File: src/rtl/perif_pkg.sv
// Shared peripheral constants: FSM encoding and default widths.
// Used by the write demux and shared with the peripheral read mux.
package perif_pkg;

  localparam int PERIF_T = 32;
  localparam int PERIF_R = 2;
  localparam int PERIF_N = 1;

  localparam logic [1:0] ST_IDLE = 2'd0;
  localparam logic [1:0] ST_ACK  = 2'd1;
  localparam logic [1:0] ST_HOLD = 2'd2;

  function automatic logic [1:0] st_after_ack(
    input logic req
  );
    return req ? ST_HOLD : ST_IDLE;
  endfunction

endpackage

File: src/rtl/perif_write_demux_if.sv
// Store-side bus between ARC datapath (master) and write demux (slave).
// Signals: selection, datain, wr_req, wr_ack, dataout, update, err
// (+ rdback when PERIF_WR_READBACK_EN is defined).
interface perif_write_demux_if
  import perif_pkg::*;
#(
  parameter int R = PERIF_R,
  parameter int T = PERIF_T,
  parameter int N = PERIF_N
);

  logic [N-1:0]   selection;
  logic [T-1:0]   datain;
  logic           wr_req;
  logic           wr_ack;
  logic [R*T-1:0] dataout;
  logic [R-1:0]   update;
  logic           err;
`ifdef PERIF_WR_READBACK_EN
  logic [T-1:0]   rdback;

  modport master (
    output selection, datain, wr_req,
    input  wr_ack, dataout, update, err, rdback
  );

  modport slave (
    input  selection, datain, wr_req,
    output wr_ack, dataout, update, err, rdback
  );
`else
  modport master (
    output selection, datain, wr_req,
    input  wr_ack, dataout, update, err
  );

  modport slave (
    input  selection, datain, wr_req,
    output wr_ack, dataout, update, err
  );
`endif

endinterface

File: src/rtl/perif_reg_slot.sv
// One T-bit peripheral output register with load enable.
// Ports: clk, rst_n (async low), load_i, d_i, q_o.
module perif_reg_slot
  import perif_pkg::*;
#(
  parameter int T = PERIF_T
) (
  input  logic         clk,
  input  logic         rst_n,
  input  logic         load_i,
  input  logic [T-1:0] d_i,
  output logic [T-1:0] q_o
);

  logic [T-1:0] data_q;
  logic [T-1:0] data_d;

  always_comb begin
    data_d = data_q;
    if (load_i) data_d = d_i;
  end

  always_ff @(posedge clk or negedge rst_n) begin
    if (!rst_n) data_q <= '0;
    else        data_q <= data_d;
  end

  assign q_o = data_q;

endmodule

File: src/rtl/perif_write_demux.sv
// Peripheral write demux: 4-phase req/ack store into one of R registers.
// Ports: clk, rst_n, bus (slave modport); optional PERIF_WR_READBACK_EN.
module perif_write_demux
  import perif_pkg::*;
#(
  parameter int R = PERIF_R,
  parameter int T = PERIF_T,
  parameter int N = PERIF_N
) (
  input  logic                 clk,
  input  logic                 rst_n,
  perif_write_demux_if.slave   bus
);

  logic [1:0]   state_q;
  logic [1:0]   state_d;
  logic         ack_q;
  logic         ack_d;
  logic [R-1:0] upd_q;
  logic [R-1:0] upd_d;
  logic         err_q;
  logic         err_d;
  logic [R-1:0] dec;
  logic [R-1:0] load;
  logic         accept;
  logic [T-1:0] slot_q [R];
  logic [R*T-1:0] dout;

  // One-hot decode; all zero when selection is out of range.
  always_comb begin
    dec = '0;
    for (int k = 0; k < R; k++) begin
      dec[k] = (32'(bus.selection) == k);
    end
  end

  assign accept = (state_q == ST_IDLE) && bus.wr_req;
  assign load   = dec & {R{accept}};

  always_comb begin
    state_d = state_q;
    ack_d   = ack_q;
    upd_d   = '0;
    err_d   = 1'b0;
    unique case (1'b1)
      (state_q == ST_IDLE): begin
        ack_d = 1'b0;
        if (bus.wr_req) begin
          state_d = ST_ACK;
          ack_d   = 1'b1;
          upd_d   = dec;
          err_d   = ~|dec;
        end
      end
      (state_q == ST_ACK): begin
        state_d = st_after_ack(bus.wr_req);
        ack_d   = bus.wr_req;
      end
      (state_q == ST_HOLD): begin
        ack_d = bus.wr_req;
        if (!bus.wr_req) state_d = ST_IDLE;
      end
      default: begin
        state_d = ST_IDLE;
        ack_d   = 1'b0;
      end
    endcase
  end

  always_ff @(posedge clk or negedge rst_n) begin
    if (!rst_n) begin
      state_q <= ST_IDLE;
      ack_q   <= 1'b0;
      upd_q   <= '0;
      err_q   <= 1'b0;
    end else begin
      state_q <= state_d;
      ack_q   <= ack_d;
      upd_q   <= upd_d;
      err_q   <= err_d;
    end
  end

  for (genvar k = 0; k < R; k++) begin : g_slot
    perif_reg_slot #(
      .T(T)
    ) u_slot (
      .clk   (clk),
      .rst_n (rst_n),
      .load_i(load[k]),
      .d_i   (bus.datain),
      .q_o   (slot_q[k])
    );
  end

  // Lane k sits at dataout[k*T +: T], same order as the read mux.
  always_comb begin
    dout = '0;
    for (int k = 0; k < R; k++) begin
      dout[k*T +: T] = slot_q[k];
    end
  end

  assign bus.dataout = dout;
  assign bus.wr_ack  = ack_q;
  assign bus.update  = upd_q;
  assign bus.err     = err_q;

`ifdef PERIF_WR_READBACK_EN
  logic [T-1:0] rd;

  always_comb begin
    rd = '0;
    for (int k = 0; k < R; k++) begin
      if (dec[k]) rd = slot_q[k];
    end
  end

  assign bus.rdback = rd;
`endif

endmodule

File: src/flat_wrapper.sv
// flat-port wrapper written by rule: the top's interface ports become plain ports
module perif_write_demux_flat import perif_pkg::*;
#(
  parameter int R = PERIF_R,
  parameter int T = PERIF_T,
  parameter int N = PERIF_N
)
  (clk, rst_n, bus_selection, bus_datain, bus_wr_req, bus_wr_ack, bus_dataout, bus_update, bus_err);
  perif_write_demux_if #(.R(R), .T(T), .N(N)) bus_i ();
  input  logic clk;
  input  logic rst_n;
  input wire logic [$bits(bus_i.selection)-1:0] bus_selection;
  input wire logic [$bits(bus_i.datain)-1:0] bus_datain;
  input wire logic [$bits(bus_i.wr_req)-1:0] bus_wr_req;
  output wire logic [$bits(bus_i.wr_ack)-1:0] bus_wr_ack;
  output wire logic [$bits(bus_i.dataout)-1:0] bus_dataout;
  output wire logic [$bits(bus_i.update)-1:0] bus_update;
  output wire logic [$bits(bus_i.err)-1:0] bus_err;
  assign bus_i.selection = bus_selection;
  assign bus_i.datain = bus_datain;
  assign bus_i.wr_req = bus_wr_req;
  assign bus_wr_ack = bus_i.wr_ack;
  assign bus_dataout = bus_i.dataout;
  assign bus_update = bus_i.update;
  assign bus_err = bus_i.err;
  perif_write_demux #(.R(R), .T(T), .N(N)) u_core (.clk(clk), .rst_n(rst_n), .bus(bus_i));
endmodule
File: config.mk
export PLATFORM = sky130hd
export DESIGN_NAME = perif_write_demux_flat
export DESIGN_NICKNAME = d
export VERILOG_FILES = /design/src/rtl/perif_pkg.sv /design/src/rtl/perif_write_demux_if.sv /design/src/rtl/perif_reg_slot.sv /design/src/rtl/perif_write_demux.sv /design/src/flat_wrapper.sv
export SDC_FILE = /design/constraint.sdc
export NUM_CORES = 1
export LEC_CHECK = 0
export BUFFER_PORTS_ARGS = -buffer_cell sky130_fd_sc_hd__buf_2
export CAP_MARGIN = 10
export CORE_ASPECT_RATIO = 1.1
export CORE_MARGIN = 2
export CORE_UTILIZATION = 40
export CTS_BUF_LIST = sky130_fd_sc_hd__clkbuf_8
export DETAILED_ROUTE_END_ITERATION = 10
export PLACE_DENSITY = 0.73
export SETUP_SLACK_MARGIN = 0.5
export SYNTH_ARGS = -nofsm -noshare
export SYNTH_HDL_FRONTEND = slang
export SYNTH_SLANG_ARGS = --single-unit
File: constraint.sdc
create_clock -name clk -period 5.5 [get_ports clk]
set_clock_uncertainty 0.2 [all_clocks]
set_input_delay 0.825 -clock clk [delete_from_list [all_inputs] [get_ports clk]]
set_output_delay 0.825 -clock clk [all_outputs]
set_load 0.005 [all_outputs]
Yosys cells after proc, flatten, opt, wreduce, memory -nomap -nowiden

Cells that the tools add are included.

Logic and storage cells: 23
Input bits: 36
Register bits: 69
Output and inout bits: 68

Reduce and logical (&&, ||, !) cells: 4
Eq/ne operators: 4
Bitwise operators: 2
Muxes and demuxes: 8

Operator list:

| kind                                                                   | count |
|---|---|
| 2-bit 2-to-1 mux                                                       | 5 |
| 2-bit one-hot mux with 3 select lines                                  | 1 |
| 2-bit inequality test (second input constant)                          | 2 |
| 2-bit bitwise AND                                                      | 1 |
| 2-bit by 1-bit equality test with 1-bit output (second input constant) | 1 |
| 2-bit equality test (second input constant)                            | 1 |
| 2-bit logical NOT                                                      | 1 |
| 1-bit one-hot mux with 2 select lines                                  | 1 |
| 2-bit AND reduction                                                    | 1 |
| 2-bit OR reduction                                                     | 1 |
| 1-bit logical AND                                                      | 1 |
| 1-bit 2-to-1 mux                                                       | 1 |
| 1-bit NOT                                                              | 1 |

Logic depth before layout (Yosys ltp)

Depth in word-level cells: 3
Depth in mapped cells: 4
Gate-level depth less buffers: 2

Cells and area by module

From an unflattened synthesis, not the netlist that was laid out.

Cell total of the unflattened synthesis: 151
Area, all modules: 2,895.3 um2

By module, submodules not included:

| module            | cells each | seq. area each (um2) | area an instance (um2) | instances |
|---|---|---|---|---|
| perif_reg_slot    | 68         | 800.8                | 1,345.0                | 2 |
| perif_write_demux | 15         | 125.1                | 205.2                  | 1 |

Least setup slack after synthesis

OpenSTA, ideal clock, no wires.

Kind: in2reg
From: input port bus_selection
To: register u_core.g_slot[0].u_slot.data_q[10]
Library setup time: 0.125 ns
Cell stages on the path: 3
Arrival: 1.731 ns
Setup slack: 3.444 ns
Cells stage by stage: nor4b_4 buf_6 mux2_2

Word-level cells in the longest chain between the ends: 2

RTL lines:

| item                 | line                    | source |
|---|---|---|
| from (decl)          | flat_wrapper.sv:12      | `input wire logic [$bits(bus_i.selection)-1:0] bus_selection;` |
| 1-bit NOT            | perif_write_demux.sv:33 | `dec[k] = (32'(bus.selection) == k);` |
| 2-bit bitwise AND    | perif_write_demux.sv:38 | `assign load = dec & {R{accept}};` |
| to (signal assigned) | perif_reg_slot.sv:25    | `else data_q <= data_d;` |
| to (decl)            | perif_reg_slot.sv:15    | `logic [T-1:0] data_q;` |

Every way passes these cells.
A chain may end at the register's enable or synchronous reset.

Worst setup path after layout

From: input port bus_selection
To: register u_core.g_slot[1].u_slot.data_q[15]

Word-level cells in the longest chain between the ends: 1

RTL lines:

| item                 | line |
|---|---|
| 2-bit bitwise AND    | perif_write_demux.sv:38 |
| to (signal assigned) | perif_reg_slot.sv:25 |
| to (decl)            | perif_reg_slot.sv:15 |

Every way passes these cells.

==> reports/qor.csv <==
metric,value,unit
Routability Congestion,0.665,
Final period util,37.0,%
Yosys top cell area share,66.8,%
"commonest non-fill, non-tap cell in the layout",buf_2,
CTS clock-pin slew for the worst setup and hold paths,0.07,ns
largest net degree at the start of global routing,70,
r2r worst-path depth,3,
Post-Synth Adder-Cell Area,0,%
worst r2r src,u_core.state_q[0]$_DFFE_PN0P_,
Die Ht,88.3,microns
Yosys warnings,0,
largest family of logic cells by synthesized area,multiplexers,
Worst Path Arrival,2.04,ns
first-pass GRT wire length,8200,microns
Hold WC Path Type,reg2reg,
post-synthesis cell area,2580,sq um
post-CTS setup buffers,0,
relative slew slack,43.1,%
ant diodes,0,
fmax,0.491,GHz
Met1 Routed Length,1930,microns
Fin Setup TNS,0,ns
metal3 WL,239,microns
clk buf depth,2,
row count,30,
initial antenna violation count,0,
Lkg Pwr,1.63,nW
dpl hpwl,3530,microns
Max Cap Violations,0,
Cells after DPL,325,
P_int,1.26,mW
asr flop ratio synth,100,%
Top Metal Used,met4,
Syn Area/Cell,17.5,sq um
sequential element share of the synthesized area,66.8,%
"Req. time, crit path",5.51,ns
Yosys reg bits,69,
top_reg_cell synth,dfrtp_1,
first-pass iteration count of the detailed router,2,
r2r endpoint,u_core.g_slot[1].u_slot.q_o[15]$_DFFE_PN0P_,
Reg2Reg Setup Slack,3.57,ns
CP Class,in2reg,
Area Growth Syn to Fin,32.1,%
Max Slew Vio Count,0,
Post-DRT Antenna Nets,0,
final hold vios,0,
Synth Area in Compound Gates,0.291,%
Least-Margin Pin Slew,0.853,ns
Routed WL,5100,microns
Crit. End Element,flip-flop,
DRC errors left,0,
setup violators final,0,
Switching Power,0.440,mW
RSZ-0062 raised after global routing,no,
Worst setup endpoint,u_core.g_slot[1].u_slot.q_o[15]$_DFFE_PN0P_,
Post-synth EDFFs,0,
root buf cell,clkbuf_8,
startpoint class of the critical path,input port,
Num CTS Buffers,9,
combinational share of power,25.4,%
vias in the first global route,1658,
die area,7120,sq um
launch point of the worst path,bus_selection,
sw frac,25.8,%
I/O Pins,104,
Mapped Cells,148,
Layout Nets,292,
"commonest non-fill, non-tap cells in the layout","102 x buf_2, 69 x dfrtp_1, 63 x mux2_2",
Netlist cell types,13,
Worst Path Max Fanout,33,
post-synthesis mux area share,27.9,%
DR vias/cell,4.66,
TritonCTS clock tree,built,
Initial Utilization,41.7,%
largest cells by area after synthesis,"dfrtp_1 67%, mux2_2 27%, buf_6 1.3%",
VDD IR max,0.220,mV
drt wl/cell,15.0,microns
pwr dens,499,nW/um^2
Yosys top cell by area,dfrtp_1,
Via Count,1588,
Post-CTS Hold Buffers,0,
power share of the clock group,29.3,%
gr ovfl total,0,
die width,80.6,microns
Std-Cell Core Area,6190,sq um
XOR/XNOR Fraction of Synth Area,0.339,%
initial DRC count,37,
Tmin final,2.04,ns
GRT Overall Usage,15.4,%
outcome,completed,
layout cells sized above 1,70.9,%
fin cells,341,
clock net sink count,69,
Post-Synth Simple-Gate Area,1.84,%
post-CTS sizing,0,
# port buffers,102,
H-tree level count,3,
Met2 Wirelength,2840,microns
clk_lat worst skew,0.32,ns
Synth Net Count,184,
sequential share of power,45.3,%
-- cell type report --
type | instances | area, sq um
fill | 561 | 2780
multi-input combinational | 71 | 803
clock buffer | 10 | 138
clock inverter | 6 | 111
tap | 80 | 100
timing repair buffer | 105 | 533
sequential | 69 | 1730
-- critical path, cell delays in order --
cell and delay, ns:
buf_2 0.12, nor4bb_4 0.27, buf_4 0.41, mux2_2 0.39
-- metrics by stage --
step | setup slack, ns | area, sq um | utilization [%] | power [mW] | hold slack (ns)
after floorplan | 3.44 | 2580 | - | 0.986 | 0.283
after global placement | 3.17 | 3160 | 51.1 | 1.20 | 0.265
after detailed placement | 3.11 | 3160 | 51.1 | 1.23 | 0.270
after CTS | 3.47 | 3410 | 55.1 | 1.74 | 0.296
after global routing | 3.39 | 3410 | 55.1 | 1.81 | 0.317
final | 3.46 | 3410 | 55.1 | 1.70 | 0.293
-- Yosys cell counts (3+ instances only) --
master and instances:
mux2_2 63, buf_4 4, dfrtp_1 69, buf_6 3
-- metal layers --
layer,global-route usage (%),vias up
li1,-,735
met1,17.7,799
met2,27.3,46
met3,2.65,8
met4,8.32,0
met5,0,-
-- registers in the layout (all words and copies together), names as in the netlist --
register	flops
u_core.state_q	2
u_core.bus.update	2
u_core.bus.wr_ack	1
u_core.g_slot.u_slot.q_o	64
-- logic make-up (layout without fill, tap and decap cells) --
logic type      after synthesis  count (layout)
compound gates                1               1
xor+xnor                      1               1
buf+inv                       8             121
flops                        69              69
mux                          64              64
other cells                   1               1
simple gates                  4               4
-- worst min path at each step --
stage,startpoint,cells past startpoint,endpoint
floorplan,u_core.g_slot[0].u_slot.q_o[4]$_DFFE_PN0P_,1,u_core.g_slot[0].u_slot.q_o[4]$_DFFE_PN0P_
global placement,u_core.g_slot[0].u_slot.q_o[4]$_DFFE_PN0P_,1,u_core.g_slot[0].u_slot.q_o[4]$_DFFE_PN0P_
detailed placement,u_core.g_slot[0].u_slot.q_o[4]$_DFFE_PN0P_,1,u_core.g_slot[0].u_slot.q_o[4]$_DFFE_PN0P_
CTS,u_core.g_slot[0].u_slot.q_o[4]$_DFFE_PN0P_,1,u_core.g_slot[0].u_slot.q_o[4]$_DFFE_PN0P_
global route,u_core.g_slot[0].u_slot.q_o[12]$_DFFE_PN0P_,1,u_core.g_slot[0].u_slot.q_o[12]$_DFFE_PN0P_
finish,u_core.g_slot[0].u_slot.q_o[4]$_DFFE_PN0P_,1,u_core.g_slot[0].u_slot.q_o[4]$_DFFE_PN0P_
-- power by group through the flow --
stage                     registers [mW]  logic (mW)  clock network [mW]
after global placement             0.775       0.430                   0
after global routing               0.799       0.474               0.537
after CTS                          0.776       0.445               0.514
after floorplan                    0.796       0.189                   0
final                              0.772       0.432               0.499
after detailed placement           0.783       0.444                   0
(Power assumes the default switching activity.)
